[config.mk]
export PLATFORM = sky130hd
export DESIGN_NAME = countdown_timer_flat
export DESIGN_NICKNAME = d
export VERILOG_FILES = /design/src/rtl/countdown_timer_if.sv /design/src/rtl/countdown_timer.sv /design/src/flat_wrapper.sv
export SDC_FILE = /design/constraint.sdc
export NUM_CORES = 1
export LEC_CHECK = 0
export CAP_MARGIN = 20
export CORE_MARGIN = 5
export CORE_UTILIZATION = 50
export CTS_CLUSTER_DIAMETER = 40
export DETAILED_ROUTE_END_ITERATION = 6
export GPL_TIMING_DRIVEN = 0
export PLACE_DENSITY = 0.92
export SLEW_MARGIN = 20
export SYNTH_ARGS = -nofsm -noshare
export SYNTH_HDL_FRONTEND = slang
export SYNTH_SLANG_ARGS = --single-unit
[constraint.sdc]
create_clock -name clk -period 4.85 [get_ports clk]
set_input_delay 1.2125 -clock clk [delete_from_list [all_inputs] [get_ports clk]]
set_output_delay 1.2125 -clock clk [all_outputs]
set_load 0.05 [all_outputs]
[src/rtl/countdown_timer_if.sv]
// Control, preset and display signals of the mm:ss.cc countdown timer.
// master drives the controls and presets; slave is the timer itself.
interface countdown_timer_if;
  logic       tick;
  logic       load;
  logic       start;
  logic       pause;
  logic [3:0] ld_cent;
  logic [3:0] ld_dec;
  logic [3:0] ld_us;
  logic [2:0] ld_ds;
  logic [3:0] ld_um;
  logic [2:0] ld_dm;
  logic [3:0] cent;
  logic [3:0] dec;
  logic [3:0] us;
  logic [2:0] ds;
  logic [3:0] um;
  logic [2:0] dm;
  logic       running;
  logic       done;
  logic       expired;
  logic       load_err;

  modport master (
    output tick, load, start, pause,
    output ld_cent, ld_dec, ld_us, ld_ds, ld_um, ld_dm,
    input  cent, dec, us, ds, um, dm,
    input  running, done, expired, load_err
  );

  modport slave (
    input  tick, load, start, pause,
    input  ld_cent, ld_dec, ld_us, ld_ds, ld_um, ld_dm,
    output cent, dec, us, ds, um, dm,
    output running, done, expired, load_err
  );
endinterface

[src/rtl/countdown_timer.sv]
// BCD countdown timer mm:ss.cc (max 59:59.99) with load/start/pause control.
// Count is one packed vector {dm, um, ds, us, dec, cent} decremented by a borrow chain.
module countdown_timer (
  input logic             clk,
  input logic             rst,
  countdown_timer_if.slave bus
);

  typedef enum logic [1:0] {IDLE, RUN, PAUSED, DONE} state_t;

  state_t      state_q, state_d;
  logic [21:0] cnt_q, cnt_d;
  logic        expired_q, expired_d;
  logic        load_err_q, load_err_d;
  logic [21:0] ld_vec;
  logic [21:0] cnt_dec;

  // Steps one BCD-style digit down; wraps to max and raises borrow at zero.
  function automatic logic [3:0] dec_digit(input logic [3:0] d, input logic [3:0] max,
                                           input logic bin, output logic bout);
    logic [3:0] r;
    r    = d;
    bout = 1'b0;
    if (bin) begin
      if (d == 4'd0) begin
        r    = max;
        bout = 1'b1;
      end else begin
        r = d - 4'd1;
      end
    end
    return r;
  endfunction

  function automatic logic [21:0] dec_count(input logic [21:0] c);
    logic [21:0] r;
    logic [3:0]  t;
    logic        b0, b1, b2, b3, b4, b5;
    r        = c;
    r[3:0]   = dec_digit(c[3:0], 4'd9, 1'b1, b0);
    r[7:4]   = dec_digit(c[7:4], 4'd9, b0, b1);
    r[11:8]  = dec_digit(c[11:8], 4'd9, b1, b2);
    t        = dec_digit({1'b0, c[14:12]}, 4'd5, b2, b3);
    r[14:12] = t[2:0];
    r[18:15] = dec_digit(c[18:15], 4'd9, b3, b4);
    // dm never sits at zero when borrowed from, so no wrap value is needed.
    t        = dec_digit({1'b0, c[21:19]}, 4'd5, b4, b5);
    r[21:19] = t[2:0];
    return r;
  endfunction

  function automatic logic ld_valid(input logic [21:0] v);
    return (v[3:0] <= 4'd9) && (v[7:4] <= 4'd9) && (v[11:8] <= 4'd9) &&
           (v[14:12] <= 3'd5) && (v[18:15] <= 4'd9) && (v[21:19] <= 3'd5);
  endfunction

  assign ld_vec  = {bus.ld_dm, bus.ld_um, bus.ld_ds, bus.ld_us, bus.ld_dec, bus.ld_cent};
  assign cnt_dec = dec_count(cnt_q);

  always_ff @(posedge clk) begin
    if (rst) begin
      state_q    <= IDLE;
      cnt_q      <= '0;
      expired_q  <= 1'b0;
      load_err_q <= 1'b0;
    end else begin
      state_q    <= state_d;
      cnt_q      <= cnt_d;
      expired_q  <= expired_d;
      load_err_q <= load_err_d;
    end
  end

  // Priority load > pause > start > tick; a command that does not apply in
  // the current state falls through to the next one.
  always_comb begin
    state_d    = state_q;
    cnt_d      = cnt_q;
    expired_d  = 1'b0;
    load_err_d = 1'b0;
    if (bus.load && (state_q != RUN)) begin
      if (ld_valid(ld_vec)) begin
        cnt_d   = ld_vec;
        state_d = IDLE;
      end else begin
        load_err_d = 1'b1;
      end
    end else if (bus.pause && (state_q == RUN)) begin
      state_d = PAUSED;
    end else if (bus.start && ((state_q == IDLE) || (state_q == PAUSED))) begin
      if (cnt_q != '0) state_d = RUN;
    end else if (bus.tick && (state_q == RUN)) begin
      cnt_d = cnt_dec;
      if (cnt_dec == '0) begin
        state_d   = DONE;
        expired_d = 1'b1;
      end
    end
  end

  assign bus.cent     = cnt_q[3:0];
  assign bus.dec      = cnt_q[7:4];
  assign bus.us       = cnt_q[11:8];
  assign bus.ds       = cnt_q[14:12];
  assign bus.um       = cnt_q[18:15];
  assign bus.dm       = cnt_q[21:19];
  assign bus.running  = (state_q == RUN);
  assign bus.done     = (state_q == DONE);
  assign bus.expired  = expired_q;
  assign bus.load_err = load_err_q;

endmodule
[src/flat_wrapper.sv]
// flat-port wrapper written by rule: the top's interface ports become plain ports
module countdown_timer_flat 
  (clk, rst, bus_tick, bus_load, bus_start, bus_pause, bus_ld_cent, bus_ld_dec, bus_ld_us, bus_ld_ds, bus_ld_um, bus_ld_dm, bus_cent, bus_dec, bus_us, bus_ds, bus_um, bus_dm, bus_running, bus_done, bus_expired, bus_load_err);
  countdown_timer_if bus_i ();
  input logic clk;
  input logic rst;
  input wire logic [$bits(bus_i.tick)-1:0] bus_tick;
  input wire logic [$bits(bus_i.load)-1:0] bus_load;
  input wire logic [$bits(bus_i.start)-1:0] bus_start;
  input wire logic [$bits(bus_i.pause)-1:0] bus_pause;
  input wire logic [$bits(bus_i.ld_cent)-1:0] bus_ld_cent;
  input wire logic [$bits(bus_i.ld_dec)-1:0] bus_ld_dec;
  input wire logic [$bits(bus_i.ld_us)-1:0] bus_ld_us;
  input wire logic [$bits(bus_i.ld_ds)-1:0] bus_ld_ds;
  input wire logic [$bits(bus_i.ld_um)-1:0] bus_ld_um;
  input wire logic [$bits(bus_i.ld_dm)-1:0] bus_ld_dm;
  output wire logic [$bits(bus_i.cent)-1:0] bus_cent;
  output wire logic [$bits(bus_i.dec)-1:0] bus_dec;
  output wire logic [$bits(bus_i.us)-1:0] bus_us;
  output wire logic [$bits(bus_i.ds)-1:0] bus_ds;
  output wire logic [$bits(bus_i.um)-1:0] bus_um;
  output wire logic [$bits(bus_i.dm)-1:0] bus_dm;
  output wire logic [$bits(bus_i.running)-1:0] bus_running;
  output wire logic [$bits(bus_i.done)-1:0] bus_done;
  output wire logic [$bits(bus_i.expired)-1:0] bus_expired;
  output wire logic [$bits(bus_i.load_err)-1:0] bus_load_err;
  assign bus_i.tick = bus_tick;
  assign bus_i.load = bus_load;
  assign bus_i.start = bus_start;
  assign bus_i.pause = bus_pause;
  assign bus_i.ld_cent = bus_ld_cent;
  assign bus_i.ld_dec = bus_ld_dec;
  assign bus_i.ld_us = bus_ld_us;
  assign bus_i.ld_ds = bus_ld_ds;
  assign bus_i.ld_um = bus_ld_um;
  assign bus_i.ld_dm = bus_ld_dm;
  assign bus_cent = bus_i.cent;
  assign bus_dec = bus_i.dec;
  assign bus_us = bus_i.us;
  assign bus_ds = bus_i.ds;
  assign bus_um = bus_i.um;
  assign bus_dm = bus_i.dm;
  assign bus_running = bus_i.running;
  assign bus_done = bus_i.done;
  assign bus_expired = bus_i.expired;
  assign bus_load_err = bus_i.load_err;
  countdown_timer u_core (.clk(clk), .rst(rst), .bus(bus_i));
endmodule
* Yosys cells after proc, flatten, opt, wreduce, memory -nomap -nowiden *
Cells that the tools add are included.

storage, ports and cells
  logic and storage cells = 86
  bits in registers = 26
  output and inout bits = 26

cells by class
  equality and inequality tests = 8
  magnitude comparators = 6
  bitwise operators = 2
  muxes and demuxes = 34
  reductions and logical operators = 26
  add/sub/neg operators = 6

operators with widths
  operator                                                number
  two-way mux 22 bit                                      5
  two-way mux 4 bit                                       7
  logical NOT 22 bit                                      1
  nonzero test 22 bit                                     1
  <= comparator 4 bit (second input constant)             4
  logical NOT 4 bit                                       4
  subtractor 4 x 1 -> 4 bit (second input constant)       4
  two-way mux 2 bit                                       7
  two-way mux 3 bit                                       4
  two-way mux 1 bit                                       11
  logical AND 1 bit                                       9
  AND reduction 4 bit                                     2
  nonzero test 4 bit                                      2
  <= comparator 3 bit (second input constant)             2
  logical NOT 3 bit                                       2
  inequality test 2 x 1 -> 1 bit (second input constant)  3
  subtractor 3 x 1 -> 3 bit (second input constant)       2
  OR reduction 5 bit                                      1
  equality test 2 bit (second input constant)             2
  inequality test 4 x 2 -> 1 bit (second input constant)  1
  equality test 2 x 1 -> 1 bit (second input constant)    1
  logical NOT 2 bit                                       1
  inequality test 2 bit (second input constant)           1
  inverter 1 bit                                          2
  3 further kinds                                         3

* Longest topological paths before layout *
Gate-level depths: netlist of run 1.

  depth in word-level cells = 13
  gate-level depth with buffers = 7
  gate-level depth less buffers = 6

* Worst setup path after synthesis of run 1 *
No wires, ideal clock.

  path type = flip-flop to flip-flop
  start point = register u_core.cnt_q[2]
  end point = register u_core.cnt_q[13]
  path slack = 2.322 ns
  buffers on the path = 0
  library setup time = 0.066 ns
  period minus slack after synthesis = 2.528 ns
  required time = 4.784 ns
  stages on the path, launching flop included = 6
  arrival = 2.461 ns
  path through = dfxtp_1 > or4_4 > or4_4 > or4_1 > a311o_1 > a21oi_2

between the ends
  cells in the longest elaborated chain, start to end = 9

RTL lines
  element                         line                   text
  start, declared                 countdown_timer.sv:12  logic [21:0] cnt_q, cnt_d;
  start signal, assigned          countdown_timer.sv:68  cnt_q <= cnt_d;
  logical NOT 4 bit               countdown_timer.sv:25  if (d == 4'd0) begin
  two-way mux 1 bit               countdown_timer.sv:25
  two-way mux 1 bit (2 in a row)  countdown_timer.sv:24  if (bin) begin
  two-way mux 3 bit               countdown_timer.sv:24
  two-way mux 22 bit              countdown_timer.sv:92  end else if (bus.tick && (state_q == RUN)) begin
  two-way mux 22 bit              countdown_timer.sv:90  end else if (bus.start && ((state_q == IDLE) || (state_q == PAUSED))) begin
  two-way mux 22 bit              countdown_timer.sv:88  end else if (bus.pause && (state_q == RUN)) begin
  two-way mux 22 bit              countdown_timer.sv:81  if (bus.load && (state_q != RUN)) begin

Every way passes these cells. The select of a mux whose other input is x is not followed.
A chain may end at the register's enable or synchronous reset.

* Final worst setup path of run 1 *
  start point = register u_core.state_q[1]
  end point = output bus_running

between the ends
  cells in the longest elaborated chain, start to end = 1

RTL lines
  element                       line                    text
  start, declared               countdown_timer.sv:11   state_t state_q, state_d;
  start signal, assigned        countdown_timer.sv:67   state_q <= state_d;
  equality test 2 x 1 -> 1 bit  countdown_timer.sv:107  assign bus.running = (state_q == RUN);
  end, declared                 flat_wrapper.sv:23      output wire logic [$bits(bus_i.running)-1:0] bus_running;

Every way passes these cells.

==> impl_metrics.ini, run 1 <==
[outcome]
outcome = complete, no violations

[die]
initial_utilization_pct = 51.4
die_h_um = 68.3
core_um2 = 3310
rows = 21
pin_count = 54
dieArea_um2 = 4670
die_x_um = 68.3

[synth]
yosysTopAreaCell = dfxtp_1
synth_async_sr_flop_share_pct = 0
ys_types = 50
synth_top_area_share_pct = 30.6
seq_area_frac_synth_pct = 30.6
synth_seq_cells = 26
synth_flop_cell = dfxtp_1
synth_most_common_cell = dfxtp_1
syn_area_per_cell_um2 = 7.49
synth_nets = 256
yosys-top-cells-count = dfxtp_1 (26), a21oi_1 (21), nand2_1 (21), o21ai_0 (18), nor2_1 (15)
synth_edf_count = 0
synth_cells = 227
ys.warnings.count = 0
syn_area_um2 = 1700
synth_area_leaders = dfxtp_1 (31%), a21oi_1 (6.2%), o21ai_0 (5.3%), nand2_1 (4.6%), o32ai_1 (4.1%)

[min_path]
hp-class = reg -> reg

[cells_and_area]
nets = 313
area_growth_pct = 35.3
diodes = 0
final_util_pct = 69.5
final_cell_area_um2 = 2300
drive_above_1_share_pct = 5.67

[setup_path]
critPathMaxFanout = 10
arrival_ps = 1990
worstPathRequired_ps = 3640
slowest_stage = clkdlybuf4s50_1
startpoint_type = register
critPathMaxStageDelay_ps = 720
cp_top_family = buffers and inverters
crit_chain = nand2b_1 -> clkbuf_1 -> inv_1 -> clkdlybuf4s50_1
setup.worst_path.class = reg -> out
path_buf_inv = 3
crit_path_end_kind = output pin

[power]
ir_worst_vdd_mv = 0.147
p_per_area_nw_per_um2 = 294
power_uw = 676
leakage_nw = 0.800

[timing]
rsz0062_at_grt = false
holdWs_ps = 507
setup_tns_ps = 0
drv_slew = 0
worst_pin_slew_ps = 1030
slew_headroom_pct = 30.8
fmax_ghz = 0.312
fin_crit_ps = 3210
finalCritPeriodShare_pct = 66.1
clock_skew_ps = 6.86
setup_viol = 0
hold_viol = 0

[job]
cap_violations = 0

[cts]
cts_sinks = 26
root_buffer = clkbuf_4
postCtsSetupBuffers = 0
clk_latency_ps = 320
ctsHoldBuffers = 0
clk_pin_slew_ps = 150
numCtsBuffers = 3
cts_max_level = 1
post_cts_resize_count = 0
cts_buffer_depth = 2
cts_tree = done

[routing]
viasPerCell = 6.43
num_vias = 2109
firstDrtPassIters = 7
routed_wl_mm = 5.72
antenna_left = 0
routedWlPerCell_um = 17.5
drc = 0
first_iter_violations = 246

[placement]
placed_cell_area_um2 = 2280
portBuffers = 52
post-dp-hpwl_mm = 4.24
gp_congestion = 0.917

[global_routing]
grt_max_degree = 14
track_usage_pct = 25.7
grt_overflow = 0
grt_pass1_vias = 1992
antenna_found_initial = 0
grt_pass1_wl_mm = 9.19
-- sequential cells by signal, summed over array words and instances, names as in the netlist --
name                 flops
u_core.cnt_q            22
u_core.state_q           2
u_core.bus.expired       1
u_core.bus.load_err      1
-- logic make-up after synthesis --
logic type               Yosys count  share of synthesized area, %
AO/OA/AOI/OAI                     78                          30.2
adder cells (fa/ha/maj)            1                         0.736
buffers and inverters             22                          5.89
flip-flops                        26                          30.6
AND/OR/NAND/NOR                  100                          32.5
-- layout by cell type, fill, tap and decap left out, types with 4 or more instances in the layout --
cell type,instances
a21oi_1,21
a31oi_1,4
clkbuf_1,11
clkdlybuf4s50_1,52
dfxtp_1,26
inv_1,6
nand2_1,21
nand2b_1,8
nand3_1,10
nor2_1,15
nor3_1,9
nor4_1,5
nor4b_1,4
o21ai_0,18
o32ai_1,8
or3_1,5
-- worst reg2reg max path: stages (launching register included) --
cell	delay [ps]
dfxtp_1	380
nand2b_1	130
clkbuf_1	340
nand2_1	270
o32ai_1	530
clkbuf_1	460
o221ai_1	230
a21oi_1	180
-- area by class of cell --
| type | count | area (um^2) |
|---|---|---|
| plain buffers | 16 | 77.6 |
| clock buffers | 3 | 22.5 |
| fillers | 289 | 1010 |
| multi-input cells | 179 | 1080 |
| repair buffers | 52 | 520 |
| inverters | 6 | 22.5 |
| flip-flops and latches | 26 | 520 |
| well taps | 46 | 57.6 |
-- stage by stage --
step	setup slack, ps	instances
finish	1640	328
detailed placement	1450	325
global placement	1490	325
CTS	1660	328
global route	1540	328
floorplan	2320	227
-- routing by layer --
layer | GRT usage [%] | share of wire [%]
met4 | 9.68 | 3.0
met5 | 0 | 0
met1 | 33.8 | 41
met2 | 42.2 | 45
met3 | 3.78 | 11
-- where the power goes --
group	leakage (nW)	total (mW)	switching (mW)	internal, mW
registers	0.211	0.244	0.0170	0.228
clock network	0.0138	0.0956	0.0665	0.0291
logic	0.575	0.336	0.210	0.126
total	0.800	0.676	0.294	0.382
-- final timing paths --
check | cells past startpoint | startpoint | slack [ps] | to
worst min register to register | 2 | u_core.state_q[0] | 510 | u_core.state_q[0]
worst max register to register | 7 | u_core.state_q[1] | 2280 | u_core.cnt_q[9]
worst min-delay path | 2 | u_core.state_q[0] | 510 | u_core.state_q[0]
worst max-delay path | 4 | u_core.state_q[1] | 1640 | bus_running
(Power assumes the default switching activity.)
==> run 2, diff against run 1 <==
CORE_UTILIZATION = 42   (was 50)
PLACE_DENSITY = 0.83   (was 0.92)
clock period = 2.84 ns   (was 4.85 ns; I/O delays follow)
==> impl_metrics.ini, run 2 (synthesis results as in run 1) <==
[placement]
gp_congestion = 0.949
post-dp-hpwl_mm = 4.38
portBuffers = 52
post-place-cells = 329

[timing]
finalCritPeriodShare_pct = 97.6
hold_viol = 0
fin_crit_ps = 2770
fmax_ghz = 0.361
worst_pin_slew_ps = 1050
rsz0062_at_grt = false
clock_skew_ps = 4.06
holdWs_ps = 508
drv_slew = 0
slew_headroom_pct = 29.5
setup_viol = 0
setup_tns_ps = 0

[setup_path]
crit_path_end_kind = register
startpoint_type = primary input
arrival_ps = 2990
r2r_setup_slack_ps = 270
reg2reg_to = u_core.cnt_q[12]
critPathMaxFanout = 10
reg2reg_from = u_core.cnt_q[2]
reg2reg_depth = 4
worstPathRequired_ps = 3050
cp_top_family = compound AO/OA/AOI/OAI gates
crit_chain = clkdlybuf4s50_1 -> o21ai_0 -> nand3_1 -> o32ai_1 -> clkbuf_1 -> o221ai_1 -> a21oi_1
path_buf_inv = 2
setup.worst_path.class = in -> reg
critPathMaxStageDelay_ps = 470
slowest_stage = o32ai_1

[power]
ir_worst_vdd_mv = 0.224
leakage_nw = 0.810
p_per_area_nw_per_um2 = 523
power_mw = 1.22

[cells_and_area]
area_growth_pct = 36.8
final_common_cell = clkdlybuf4s50_1
nFillCells = 394
diodes = 0
final_cell_mix = clkdlybuf4s50_1 (52), dfxtp_1 (26), nand2_1 (21), a21oi_1 (21), o21ai_0 (18)
nets = 313
final_cells = 332
reg.largest.list = u_core.cnt_q: 22 flops, u_core.state_q: 2 flops
largest_reg_flops = 22
drive_above_1_share_pct = 6.03
top_register = u_core.cnt_q

[cts]
cts_max_level = 1
cts_tree = done
clk_latency_ps = 280
cts_sinks = 26
clk_pin_slew_ps = 90
numCtsBuffers = 3
cts_buffer_depth = 2
root_buffer = clkbuf_8
postCtsSetupBuffers = 0

[min_path]
hp-class = reg -> reg
min_from = u_core.state_q[0]
hold_depth = 2
min_to = u_core.state_q[0]

[routing]
routed_wl_mm = 5.99
antenna_left = 0
highest_layer = met4
wl_met3_um = 601
first_iter_violations = 180
routedWlPerCell_um = 18.0
num_vias = 2110
viasPerCell = 6.36
drc = 0
firstDrtPassIters = 5
met2_length_mm = 2.78
met1_length_mm = 2.46

[die]
die_x_um = 73.6
core_um2 = 3970
rows = 23
pin_count = 54
die_h_um = 73.6
initial_utilization_pct = 42.8
dieArea_um2 = 5420

[global_routing]
grt_pass1_vias = 2054
track_usage_pct = 22.6
antenna_found_initial = 0
grt_overflow = 0
grt_pass1_wl_mm = 9.58
grt_max_degree = 14

[outcome]
outcome = complete, no violations

[job]
cap_violations = 0
run 2: cell counts in the layout (fill, tap and decap cells not counted):
No cell type changed its count.
run 2: cell type report:
cell class / instances / area (um^2) / area share, %
Buffer: 16 / 78.8 / 3.39
Inverter: 6 / 22.5 / 0.968
Clock buffer: 3 / 41.3 / 1.78
Multi-Input combinational cell: 179 / 1080 / 46.4
Sequential cell: 26 / 520 / 22.4
Timing Repair Buffer: 52 / 520 / 22.4
Tap cell: 50 / 62.6 / 2.69
run 2: layer usage:
layer  GRT usage [%]  up-vias
li1                -      988
met1            29.4      983
met2            35.6      123
met3            4.10       16
met4            11.5        0
met5               0        -
run 2: what timing repair did:
action	CTS	global route
endpoints found under the hold margin	0	0
gates resized for setup	0	2
hold buffers	0	0
setup endpoints to repair	0	1
run 2: metrics by stage:
stage               setup slack [ps]  utilization (%)  cell area, um^2
finish                          67.9             58.6             2330
global route                    12.3             58.6             2330
CTS                              146             58.5             2320
detailed placement              -115             57.5             2280
global placement                -135             57.5             2280
floorplan                        312                -             1700
run 2: how the worst max path moves through the flow:
stage	startpoint	to	slack, ps	cells past startpoint
final	bus_ld_dec[1]	u_core.cnt_q[9]	70	7
after global routing	bus_load	u_core.cnt_q[9]	10	6
after CTS	bus_ld_dec[1]	u_core.cnt_q[9]	150	7
after detailed placement	bus_load	u_core.cnt_q[9]	-120	6
after global placement	bus_load	u_core.cnt_q[9]	-140	6
after floorplan	u_core.cnt_q[2]	u_core.cnt_q[13]	310	5
run 2: power breakdown:
group | total [mW] | internal (mW) | switching [mW]
Sequential | 0.417 | 0.388 | 0.0288
Clock | 0.217 | 0.0955 | 0.122
Combinational | 0.583 | 0.215 | 0.368
Total | 1.22 | 0.699 | 0.519
run 2: tightest hold or removal path, cell delays in order (launching register included):
cell     delay [ps]
dfxtp_1         330
inv_1            70
a31oi_1          70
